--- src/rtl/vec_alu_pkg.sv ---
// rtl/vec_alu_pkg.sv - shared types and lane-count helper for the vector ALU
package vec_alu_pkg;

    typedef enum logic [1:0] {
        ADD = 2'd0,
        SUB = 2'd1,
        MIN = 2'd2,
        MAX = 2'd3
    } op_t;

    typedef enum logic [1:0] {
        IDLE  = 2'd0,
        RUN   = 2'd1,
        DRAIN = 2'd2,
        DONE  = 2'd3
    } state_t;

    function automatic int lane_count(input int data_bits, input int elem_bits);
        return data_bits / elem_bits;
    endfunction

endpackage

--- src/rtl/vec_alu_fifo.sv ---
// rtl/vec_alu_fifo.sv - synchronous operand FIFO with registered occupancy count
module vec_alu_fifo #(
    parameter int WIDTH = 64,
    parameter int DEPTH = 4
) (
    input  logic             clock,
    input  logic             reset_n,
    input  logic             push_i,
    input  logic [WIDTH-1:0] push_data_i,
    input  logic             pop_i,
    output logic [WIDTH-1:0] pop_data_o,
    output logic             full_o,
    output logic             empty_o
);
    localparam int PW = $clog2(DEPTH);
    localparam int CW = $clog2(DEPTH + 1);

    logic [WIDTH-1:0] mem_q [DEPTH];
    logic [PW-1:0]    wr_ptr_q, rd_ptr_q;
    logic [CW-1:0]    count_q;
    logic             do_push, do_pop;

    assign full_o     = (count_q == CW'(DEPTH));
    assign empty_o    = (count_q == '0);
    assign do_pop     = pop_i && !empty_o;
    assign do_push    = push_i && (!full_o || do_pop);
    assign pop_data_o = mem_q[rd_ptr_q];

    // Storage array: data only, pointers decide validity so no reset needed
    always_ff @(posedge clock) begin
        if (do_push) begin
            mem_q[wr_ptr_q] <= push_data_i;
        end
    end

    // Pointer and occupancy bookkeeping
    always_ff @(posedge clock or negedge reset_n) begin
        if (!reset_n) begin
            wr_ptr_q <= '0;
            rd_ptr_q <= '0;
            count_q  <= '0;
        end else begin
            if (do_push) wr_ptr_q <= wr_ptr_q + PW'(1);
            if (do_pop)  rd_ptr_q <= rd_ptr_q + PW'(1);
            case ({do_push, do_pop})
                2'b10:   count_q <= count_q + CW'(1);
                2'b01:   count_q <= count_q - CW'(1);
                default: count_q <= count_q;
            endcase
        end
    end

endmodule

--- src/rtl/vec_alu.sv ---
// rtl/vec_alu.sv - lane-wise vector ALU engine; define VEC_ALU_SAT_EN for saturating add/sub
module vec_alu
    import vec_alu_pkg::*;
#(
    parameter int DATA_BITS  = 64,
    parameter int ELEM_BITS  = 8,
    parameter int FIFO_DEPTH = 4,
    parameter int LEN_BITS   = 32
) (
    input  logic                 clock,
    input  logic                 reset_n,
    input  logic                 start,
    input  logic [1:0]           op,
    input  logic [LEN_BITS-1:0]  length,
    output logic                 busy,
    output logic                 done,
    input  logic                 a_valid,
    input  logic [DATA_BITS-1:0] a_data,
    output logic                 a_ready,
    input  logic                 b_valid,
    input  logic [DATA_BITS-1:0] b_data,
    output logic                 b_ready,
    output logic                 c_valid,
    output logic [DATA_BITS-1:0] c_data,
    input  logic                 c_ready,
    output logic                 sat_flag
);
    localparam int LANES = lane_count(DATA_BITS, ELEM_BITS);

    state_t                state_q, state_d;
    op_t                   op_q;
    logic [LEN_BITS-1:0]   len_q, a_cnt_q, b_cnt_q, issue_cnt_q;
    logic                  out_valid_q, sat_q;
    logic [DATA_BITS-1:0]  out_data_q;
    logic                  a_full, a_empty, b_full, b_empty;
    logic                  a_push, b_push, pop, last_pop;
    logic [DATA_BITS-1:0]  a_head, b_head, result;
    logic [LANES-1:0]      lane_sat;

    assign a_ready  = (state_q == RUN) && !a_full && (a_cnt_q < len_q);
    assign b_ready  = (state_q == RUN) && !b_full && (b_cnt_q < len_q);
    assign a_push   = a_valid && a_ready;
    assign b_push   = b_valid && b_ready;
    assign pop      = (state_q == RUN) && !a_empty && !b_empty && (!out_valid_q || c_ready);
    assign last_pop = pop && ((issue_cnt_q + LEN_BITS'(1)) == len_q);

    assign busy     = (state_q != IDLE);
    assign done     = (state_q == DONE);
    assign c_valid  = out_valid_q;
    assign c_data   = out_data_q;
    assign sat_flag = sat_q;

    vec_alu_fifo #(.WIDTH(DATA_BITS), .DEPTH(FIFO_DEPTH)) u_fifo_a (
        .clock(clock), .reset_n(reset_n),
        .push_i(a_push), .push_data_i(a_data), .pop_i(pop),
        .pop_data_o(a_head), .full_o(a_full), .empty_o(a_empty)
    );

    vec_alu_fifo #(.WIDTH(DATA_BITS), .DEPTH(FIFO_DEPTH)) u_fifo_b (
        .clock(clock), .reset_n(reset_n),
        .push_i(b_push), .push_data_i(b_data), .pop_i(pop),
        .pop_data_o(b_head), .full_o(b_full), .empty_o(b_empty)
    );

    for (genvar g = 0; g < LANES; g++) begin : g_lane
        logic [ELEM_BITS-1:0] la, lb, add_l, sub_l, res_l;
        logic [ELEM_BITS:0]   diff;
        logic                 add_sat, sub_sat, sat_l;

        assign la   = a_head[g*ELEM_BITS +: ELEM_BITS];
        assign lb   = b_head[g*ELEM_BITS +: ELEM_BITS];
        // The borrow bit doubles as the unsigned a<b compare for MIN/MAX
        assign diff = {1'b0, la} - {1'b0, lb};

`ifdef VEC_ALU_SAT_EN
        logic [ELEM_BITS:0] sum;
        assign sum     = {1'b0, la} + {1'b0, lb};
        assign add_sat = sum[ELEM_BITS];
        assign add_l   = add_sat ? '1 : sum[ELEM_BITS-1:0];
        assign sub_sat = diff[ELEM_BITS];
        assign sub_l   = sub_sat ? '0 : diff[ELEM_BITS-1:0];
`else
        assign add_l   = la + lb;
        assign add_sat = 1'b0;
        assign sub_l   = diff[ELEM_BITS-1:0];
        assign sub_sat = 1'b0;
`endif

        // Pick the lane result for the latched operation
        always_comb begin
            res_l = add_l;
            sat_l = 1'b0;
            case (op_q)
                ADD: begin res_l = add_l; sat_l = add_sat; end
                SUB: begin res_l = sub_l; sat_l = sub_sat; end
                MIN: res_l = diff[ELEM_BITS] ? la : lb;
                MAX: res_l = diff[ELEM_BITS] ? lb : la;
                default: ;
            endcase
        end

        assign result[g*ELEM_BITS +: ELEM_BITS] = res_l;
        assign lane_sat[g] = sat_l;
    end

    // Run control: launch, issue all beats, wait for the final result to leave
    always_comb begin
        state_d = state_q;
        case (state_q)
            IDLE:    if (start) state_d = (length == '0) ? DONE : RUN;
            RUN:     if (last_pop) state_d = DRAIN;
            DRAIN:   if (!out_valid_q || c_ready) state_d = DONE;
            DONE:    state_d = IDLE;
            default: state_d = IDLE;
        endcase
    end

    // State register
    always_ff @(posedge clock or negedge reset_n) begin
        if (!reset_n) state_q <= IDLE;
        else          state_q <= state_d;
    end

    // Launch parameters, beat counters, output register and sticky saturation
    always_ff @(posedge clock or negedge reset_n) begin
        if (!reset_n) begin
            op_q        <= ADD;
            len_q       <= '0;
            a_cnt_q     <= '0;
            b_cnt_q     <= '0;
            issue_cnt_q <= '0;
            out_valid_q <= 1'b0;
            out_data_q  <= '0;
            sat_q       <= 1'b0;
        end else begin
            if (state_q == IDLE && start) begin
                op_q        <= op_t'(op);
                len_q       <= length;
                a_cnt_q     <= '0;
                b_cnt_q     <= '0;
                issue_cnt_q <= '0;
                sat_q       <= 1'b0;
            end else begin
                if (a_push) a_cnt_q     <= a_cnt_q + LEN_BITS'(1);
                if (b_push) b_cnt_q     <= b_cnt_q + LEN_BITS'(1);
                if (pop)    issue_cnt_q <= issue_cnt_q + LEN_BITS'(1);
                if (pop && (|lane_sat)) sat_q <= 1'b1;
            end
            if (pop) begin
                out_valid_q <= 1'b1;
                out_data_q  <= result;
            end else if (c_ready) begin
                out_valid_q <= 1'b0;
            end
        end
    end

endmodule
--- config.mk ---
export PLATFORM = sky130hd
export DESIGN_NAME = vec_alu
export DESIGN_NICKNAME = d
export VERILOG_FILES = /design/src/rtl/vec_alu_pkg.sv /design/src/rtl/vec_alu_fifo.sv /design/src/rtl/vec_alu.sv
export SDC_FILE = /design/constraint.sdc
export NUM_CORES = 1
export LEC_CHECK = 0
export CELL_PAD_IN_SITES_DETAIL_PLACEMENT = 0
export CELL_PAD_IN_SITES_GLOBAL_PLACEMENT = 1
export CORE_UTILIZATION = 49
export DETAILED_ROUTE_END_ITERATION = 8
export HOLD_SLACK_MARGIN = 0.1
export PLACE_DENSITY_LB_ADDON = 0.1
export SLEW_MARGIN = 15
export SYNTH_ARGS = -nofsm -noshare
export SYNTH_HDL_FRONTEND = slang
export SYNTH_HIERARCHICAL = 1
export SYNTH_SLANG_ARGS = --single-unit
--- constraint.sdc ---
create_clock -name clock -period 5.72 [get_ports clock]
set_clock_uncertainty 0.2 [all_clocks]
set_input_delay 1.716 -clock clock [delete_from_list [all_inputs] [get_ports clock]]
set_output_delay 1.716 -clock clock [all_outputs]
set_load 0.01 [all_outputs]
==> results.md, run 1 <==
- Dpl ws: 676.0 ps
- Synth Area per Inst: 13.04 um2
- Die width: 273.6 um
- Most frequent cell after synthesis: edfxtp_1
- Startpoint types: flop
- Final period utilization: 96.06%
- Final-report hold violation count: 0
- RSZ-0062 raised after global routing: no
- Clock tree buffer depth: 3
- Hold depth: 2
- CP endpoint kind: output pin
- Min Tclk post-route: 5495 ps
- Peak supply drop: 0.3460 mV
- Initial DRT Pass Iterations: 5
- CTS Sinks: 723
- CP cell instances: inv_1 > ha_1 > and3_1 > a221o_1 > a21oi_1 > nor2b_1 > o41ai_2 > and2_4 > nand2_2 > inv_1 > clkdlybuf4s50_1
- Status: complete, no violations
- Worst Reg2Reg Path Length in Cells: 12
- Worst Slack Setup Final: 225.5 ps
- Remaining global-route overflow: 0
- Setup slack, reg-to-reg: 1200 ps
- Cells after synthesis: 2773
- Share of layout cells above drive strength 1: 11.50%
- Least-Margin Pin Slew: 1006 ps
- TritonCTS clock tree: done
- Top cells by area, synth: edfxtp_1 43%, dfrtp_1 15%, mux4_2 8.0%
- Crit path DAT: 3580 ps
- Reg clk slew, reported paths: 50 ps
- Vias in the first global route: 23951
- Setup TNS: 0 ps
- # IOs: 238
- Crit-path max FO: 11
- Area Growth Syn to Fin: 17.64%
- HPWL after detailed placement: 64850 um
- Antenna viol nets, final: 0
- GRT Resource Usage Total: 25.08%
- Synth area leader: edfxtp_1
- CP Class: reg -> out
- Mapped Area: 36160 um2
- Vias: 23360
- Starting Density: 49.56%
- CP required: 3800 ps
- #FFs+latches synth: 723
- Leak: 16.35 nW
- Worst hold path type: reg -> reg
- Most used DFF post-synth: edfxtp_1
- Clk root buf: clkbuf_16
- Row cnt: 99
- Hold Path Sink: c_data[6]
- Sequential share of the synthesized area: 57.13%
- Later-pin clock latency in the skew report: 630 ps
- Slew Limit Fails: 0
- Commonest cells post-synth: 512 x edfxtp_1, 211 x dfrtp_1, 199 x ha_1, 199 x o21ai_0, 185 x inv_1
- R2R Path End: c_data[3]
- Fmax: 0.1820 GHz
- Final GP Congestion: 0.9020
- Asr flop ratio synth: 29.18%
- Core box area: 72960 um2
- # setup viols final: 0
- # nets final: 3406
- RR Startpoint: u_fifo_b/rd_ptr_q[0]
- Yosys cell types: 83
- # port buffers: 236
- Total of max-cap violations: 0
- Worst path most repeated cell: inv_1
- Placed cells: 3896
- Beginning of the worst hold path: c_data[6]
- Synth Warn #: 6
- Power Dens Cells: 600.1 nW/um2
- CP delay by family, top: buffers and inverters
- Relative slew slack: 32.40%
- Initial antenna violation count: 12
- Die height: 273.6 um
- First-pass GRT wire length: 142300 um
- Critical Path Max Stage Delay: 580 ps
- Routed WL: 92260 um
- DR WL/cell: 22.78 um
- Number of synthesized flops with an enable pin: 512
- Buf+Inv Stages, Crit Path: 3
- Via density: 5.768
- TritonCTS Buffers: 81
- Finished Layout Cells: 4050
- CP max-delay cell: clkdlybuf4s50_1
- CTS H-tree depth: 3
- Synth top area share: 42.52%
- Initial DRC count: 1536
- Largest net degree at the start of global routing: 156
- Die area: 74880 um2
- # DRC: 0
- Synthesized Nets: 3158
## worst max-delay path by stage
stage               slack, ps       from                    to  cells after the start
finish                    230  len_q[25]               a_ready                     11
global route               20  len_q[25]               a_ready                     11
CTS                         5  len_q[25]               a_ready                     11
detailed placement        680  len_q[25]               a_ready                     11
global placement          670  len_q[25]               a_ready                     11
floorplan                1410    b_valid  u_fifo_b/mem_q[0][0]                      6
## logic make-up (layout without fill, tap and decap cells)
group	Yosys count	count (layout)	share of synthesized area (%)
flip-flops	723	723	57.13
AO/OA/AOI/OAI	619	619	10.60
AND/OR/NAND/NOR	580	580	7.987
buffers and inverters	310	625	3.512
adder cells (fa/ha/maj)	217	217	7.883
multiplexers	172	172	9.222
XOR/XNOR	151	151	3.658
other	1	4	0.01037
## report_power, final
| group | internal, mW | switching, mW | total, mW |
|---|---|---|---|
| Clock | 3.13 | 2.11 | 5.24 |
| Combinational | 5.49 | 7.14 | 12.6 |
| Sequential | 6.82 | 0.834 | 7.65 |
## cells in the final DEF, fill, tap and decap left out, types with 14 or more instances in the layout
master / synthesis / final
mux2i_1: 41 / 41
a22oi_1: 51 / 51
ha_1: 199 / 199
edfxtp_1: 512 / 512
nor2_1: 136 / 134
clkbuf_16: 0 / 87
buf_4: 10 / 39
nor4_1: 15 / 15
nor3_1: 46 / 46
o31ai_1: 20 / 20
inv_1: 185 / 185
dfrtp_1: 211 / 206
clkbuf_1: 77 / 27
clkdlybuf4s50_1: 0 / 235
mux4_2: 128 / 128
a21oi_1: 160 / 160
fa_1: 18 / 18
a21o_1: 65 / 65
a31oi_1: 18 / 18
o21ai_0: 199 / 199
nand3_1: 37 / 36
buf_12: 0 / 14
or3_1: 41 / 41
clkbuf_8: 2 / 15
xnor2_1: 89 / 87
nand4_1: 38 / 38
o21bai_1: 30 / 30
xor2_1: 62 / 62
nand2_1: 169 / 167
## metrics by stage
stage               total power, mW  util [%]  hold WS [ps]  cell area, um2
global route                  27.36     58.30         298.6           42540
detailed placement            20.33     54.52         259.5           39780
global placement              20.02     54.52         256.0           39780
floorplan                     16.53         -         276.1           36160
finish                        25.53     58.30         268.3           42540
CTS                           25.68     58.25         271.3           42500
## metal layers
layer  GRT usage [%]  up-vias  wire length (um)
met4           7.218       18              2120
met1           33.45    11734             39840
met5               0        -               115
li1                -    10886                 -
met3           4.404      136              5052
met2           42.05      586             45130
## worst register-to-register path, stage by stage, from the launching register on
cell	delay, ps
dfrtp_4	880
mux4_2	720
ha_1	220
inv_1	90
fa_1	200
a21oi_1	90
o21bai_1	180
a21o_1	160
a2111oi_0	90
or3_1	520
xnor2_1	660
o21ai_0	220
o221ai_1	210
## final cells by class
class | count | area [um2]
fillers | 5810 | 30420
clock inverters | 21 | 236.5
diodes | 3 | 7.507
repair buffers | 290 | 2948
multi-input cells | 1740 | 14290
clock buffers | 129 | 2485
well taps | 959 | 1200
inverters | 185 | 694.4
flip-flops and latches | 723 | 20670
## state kept, by name (all words and copies together), names as in the netlist, 3 cells and up
signal            cells
len_q                32
u_fifo_a/mem_q      256
b_cnt_q              32
issue_cnt_q          32
c_data               64
a_cnt_q              32
u_fifo_b/count_q      3
u_fifo_a/count_q      3
u_fifo_b/mem_q      256
## timing repair
action / in CTS / in global routing
resized for setup: 0 / 3
setup endpoints to repair: 0 / 1
buffers inserted: 0 / 0
hold buffers: 0 / 0
No activity file was read; power rests on OpenSTA's default activity.
==> inputs of run 2 (changes only) <==
Settings changed: CORE_MARGIN from default to 2.
==> results.md, run 2 (synthesis gave the netlist of run 1 again) <==
- CP Class: reg -> out (unchanged)
- Final period utilization: 95.96% (was 96.06%)
- Fmax: 0.1822 GHz (was 0.1820 GHz)
- Initial DRC count: 1726 (was 1536)
- # setup viols final: 0 (unchanged)
- Die area: 75980 um2 (was 74880 um2)
- Largest net degree at the start of global routing: 90 (was 156)
- Later-pin clock latency in the skew report: 630 ps (about the same)
- Fin util: 58.29% (was 58.30%)
- Clock tree buffer depth: 3 (unchanged)
- Initial DRT Pass Iterations: 5 (unchanged)
- Remaining global-route overflow: 0 (unchanged)
- Crit-path max FO: 11 (unchanged)
- RSZ-0062 raised after global routing: no (unchanged)
- R2R Path End: c_data[6] (was c_data[3])
- Clk root buf: clkbuf_16 (unchanged)
- # nets final: 3411 (was 3406)
- Die height: 275.6 um (was 273.6 um)
- Leak: 16.34 nW (was 16.35 nW)
- Peak supply drop: 0.2931 mV (was 0.3460 mV)
- Hold depth: 2 (unchanged)
- Area Growth Syn to Fin: 17.63% (was 17.64%)
- Status: complete, no violations (unchanged)
- CTS H-tree depth: 3 (unchanged)
- TritonCTS Buffers: 79 (was 81)
- Via density: 5.807 (was 5.768)
- Crit path DAT: 3570 ps (was 3580 ps)
- Core box area: 72960 um2 (unchanged)
- First-pass GRT wire length: 141700 um (was 142300 um)
- Die width: 275.6 um (was 273.6 um)
- Final-report hold violation count: 0 (unchanged)
- HPWL after detailed placement: 65290 um (was 64850 um)
- Initial antenna violation count: 6 (was 12)
- PostCTS Resize Cnt: 0 (unchanged)
- Worst Slack Setup Final: 231.1 ps (was 225.5 ps)
- Startpoint types: flop (unchanged)
- # DRC: 0 (unchanged)
- Antenna viol nets, final: 0 (unchanged)
- Final GP Congestion: 0.9043 (was 0.9020)
- Slew Limit Fails: 0 (unchanged)
- Row cnt: 99 (unchanged)
- Routed WL: 92910 um (was 92260 um)
- Starting Density: 49.56% (unchanged)
- Commonest non-fill, non-tap cell in the layout: edfxtp_1 (unchanged)
- Worst Reg2Reg Path Length in Cells: 14 (was 12)
- DR WL/cell: 22.92 um (was 22.78 um)
- TritonCTS clock tree: done (unchanged)
- Reg clk slew, reported paths: 60 ps (was 50 ps)
- Worst hold path type: reg -> reg (unchanged)
- Hold Path Sink: c_data[6] (unchanged)
- # port buffers: 236 (unchanged)
- CP endpoint kind: output pin (unchanged)
- CP required: 3800 ps (about the same)
- CTS Sinks: 723 (unchanged)
- Relative slew slack: 34.72% (was 32.40%)
- Placed cells: 3903 (was 3896)
- Setup bufs post-CTS: 0 (unchanged)
- Finished Layout Cells: 4053 (was 4050)
- GRT Resource Usage Total: 24.66% (was 25.08%)
- # IOs: 238 (unchanged)
- Min Tclk post-route: 5489 ps (was 5495 ps)
- Dpl ws: 675.5 ps (was 676.0 ps)
- Vias in the first global route: 23886 (was 23951)
- Power Dens Cells: 600.9 nW/um2 (was 600.1 nW/um2)
- Vias: 23536 (was 23360)
- Share of layout cells above drive strength 1: 11.51% (was 11.50%)
- Least-Margin Pin Slew: 979.3 ps (was 1006 ps)
- Hold_buf cts: 0 (unchanged)
- RR Startpoint: u_fifo_a/rd_ptr_q[0] (was u_fifo_b/rd_ptr_q[0])
- Setup slack, reg-to-reg: 1180 ps (was 1200 ps)
- Setup TNS: 0 ps (unchanged)
- Most frequent cells in the layout: 512 x edfxtp_1, 235 x clkdlybuf4s50_1, 206 x dfrtp_1 (unchanged)
- Total of max-cap violations: 0 (unchanged)
- Beginning of the worst hold path: c_data[6] (unchanged)
==> run 2: cell count changes in the layout (fill, tap and decap cells not counted), moves of 2 or more <==
| cell | before | now |
|---|---|---|
| buf_4 | 39 | 46 |
| bufinv_16 | 3 | 8 |
| clkbuf_1 | 27 | 23 |
| clkbuf_16 | 87 | 82 |
| clkbuf_8 | 15 | 7 |
| clkinv_1 | 5 | 11 |
| clkinv_2 | 4 | 10 |
| clkinvlp_4 | 3 | 1 |
==> run 2: metrics by stage <==
step	cell area, um2	hold slack (ps)	power (mW)
after CTS	42510	302.3	25.72
after global routing	42530	338.0	27.36
final	42530	298.7	25.56
after global placement	39850	287.5	20.10
after floorplan	36160	276.1	16.53
after detailed placement	39850	280.7	20.42
==> run 2: area by class of cell <==
type / instances / area (um2)
diodes: 2 / 5.005
clock buffers: 112 / 2235
clock inverters: 35 / 426.7
fillers: 5827 / 30430
inverters: 185 / 694.4
multi-input cells: 1740 / 14280
flip-flops and latches: 723 / 20670
well taps: 959 / 1200
repair buffers: 297 / 3013
==> run 2: how the worst max path moves through the flow <==
stage,endpoint,depth (start not counted),from,slack (ps)
after floorplan,u_fifo_b/mem_q[0][0],6,b_valid,1410
after global placement,a_ready,11,len_q[25],690
after detailed placement,a_ready,11,len_q[25],680
after CTS,a_ready,11,len_q[25],20
after global routing,a_ready,11,len_q[25],5
final,a_ready,11,len_q[26],230
==> run 2: report_power, final <==
group | switching [mW] | internal [mW] | leakage [nW]
Combinational | 7.18 | 5.51 | 7.65
Clock | 2.10 | 3.10 | 1.30
Sequential | 0.858 | 6.81 | 7.39
==> run 2: per-layer routing <==
layer,vias up,track usage [%],routed length (um)
met2,661,40.81,45020
li1,10897,-,-
met5,-,0,52
met3,140,3.758,5001
met4,8,7.994,2517
met1,11830,33.57,40320
==> run 2: critical path: stages, from the launching register on <==
cell and delay (ps):
dfrtp_1 390, inv_1 90, ha_1 310, a21o_1 160
a221o_1 340, a21oi_1 150, nor2b_1 70, o41ai_2 260
and2_2 290, nand2_2 180, inv_1 140, clkdlybuf4s50_1 570
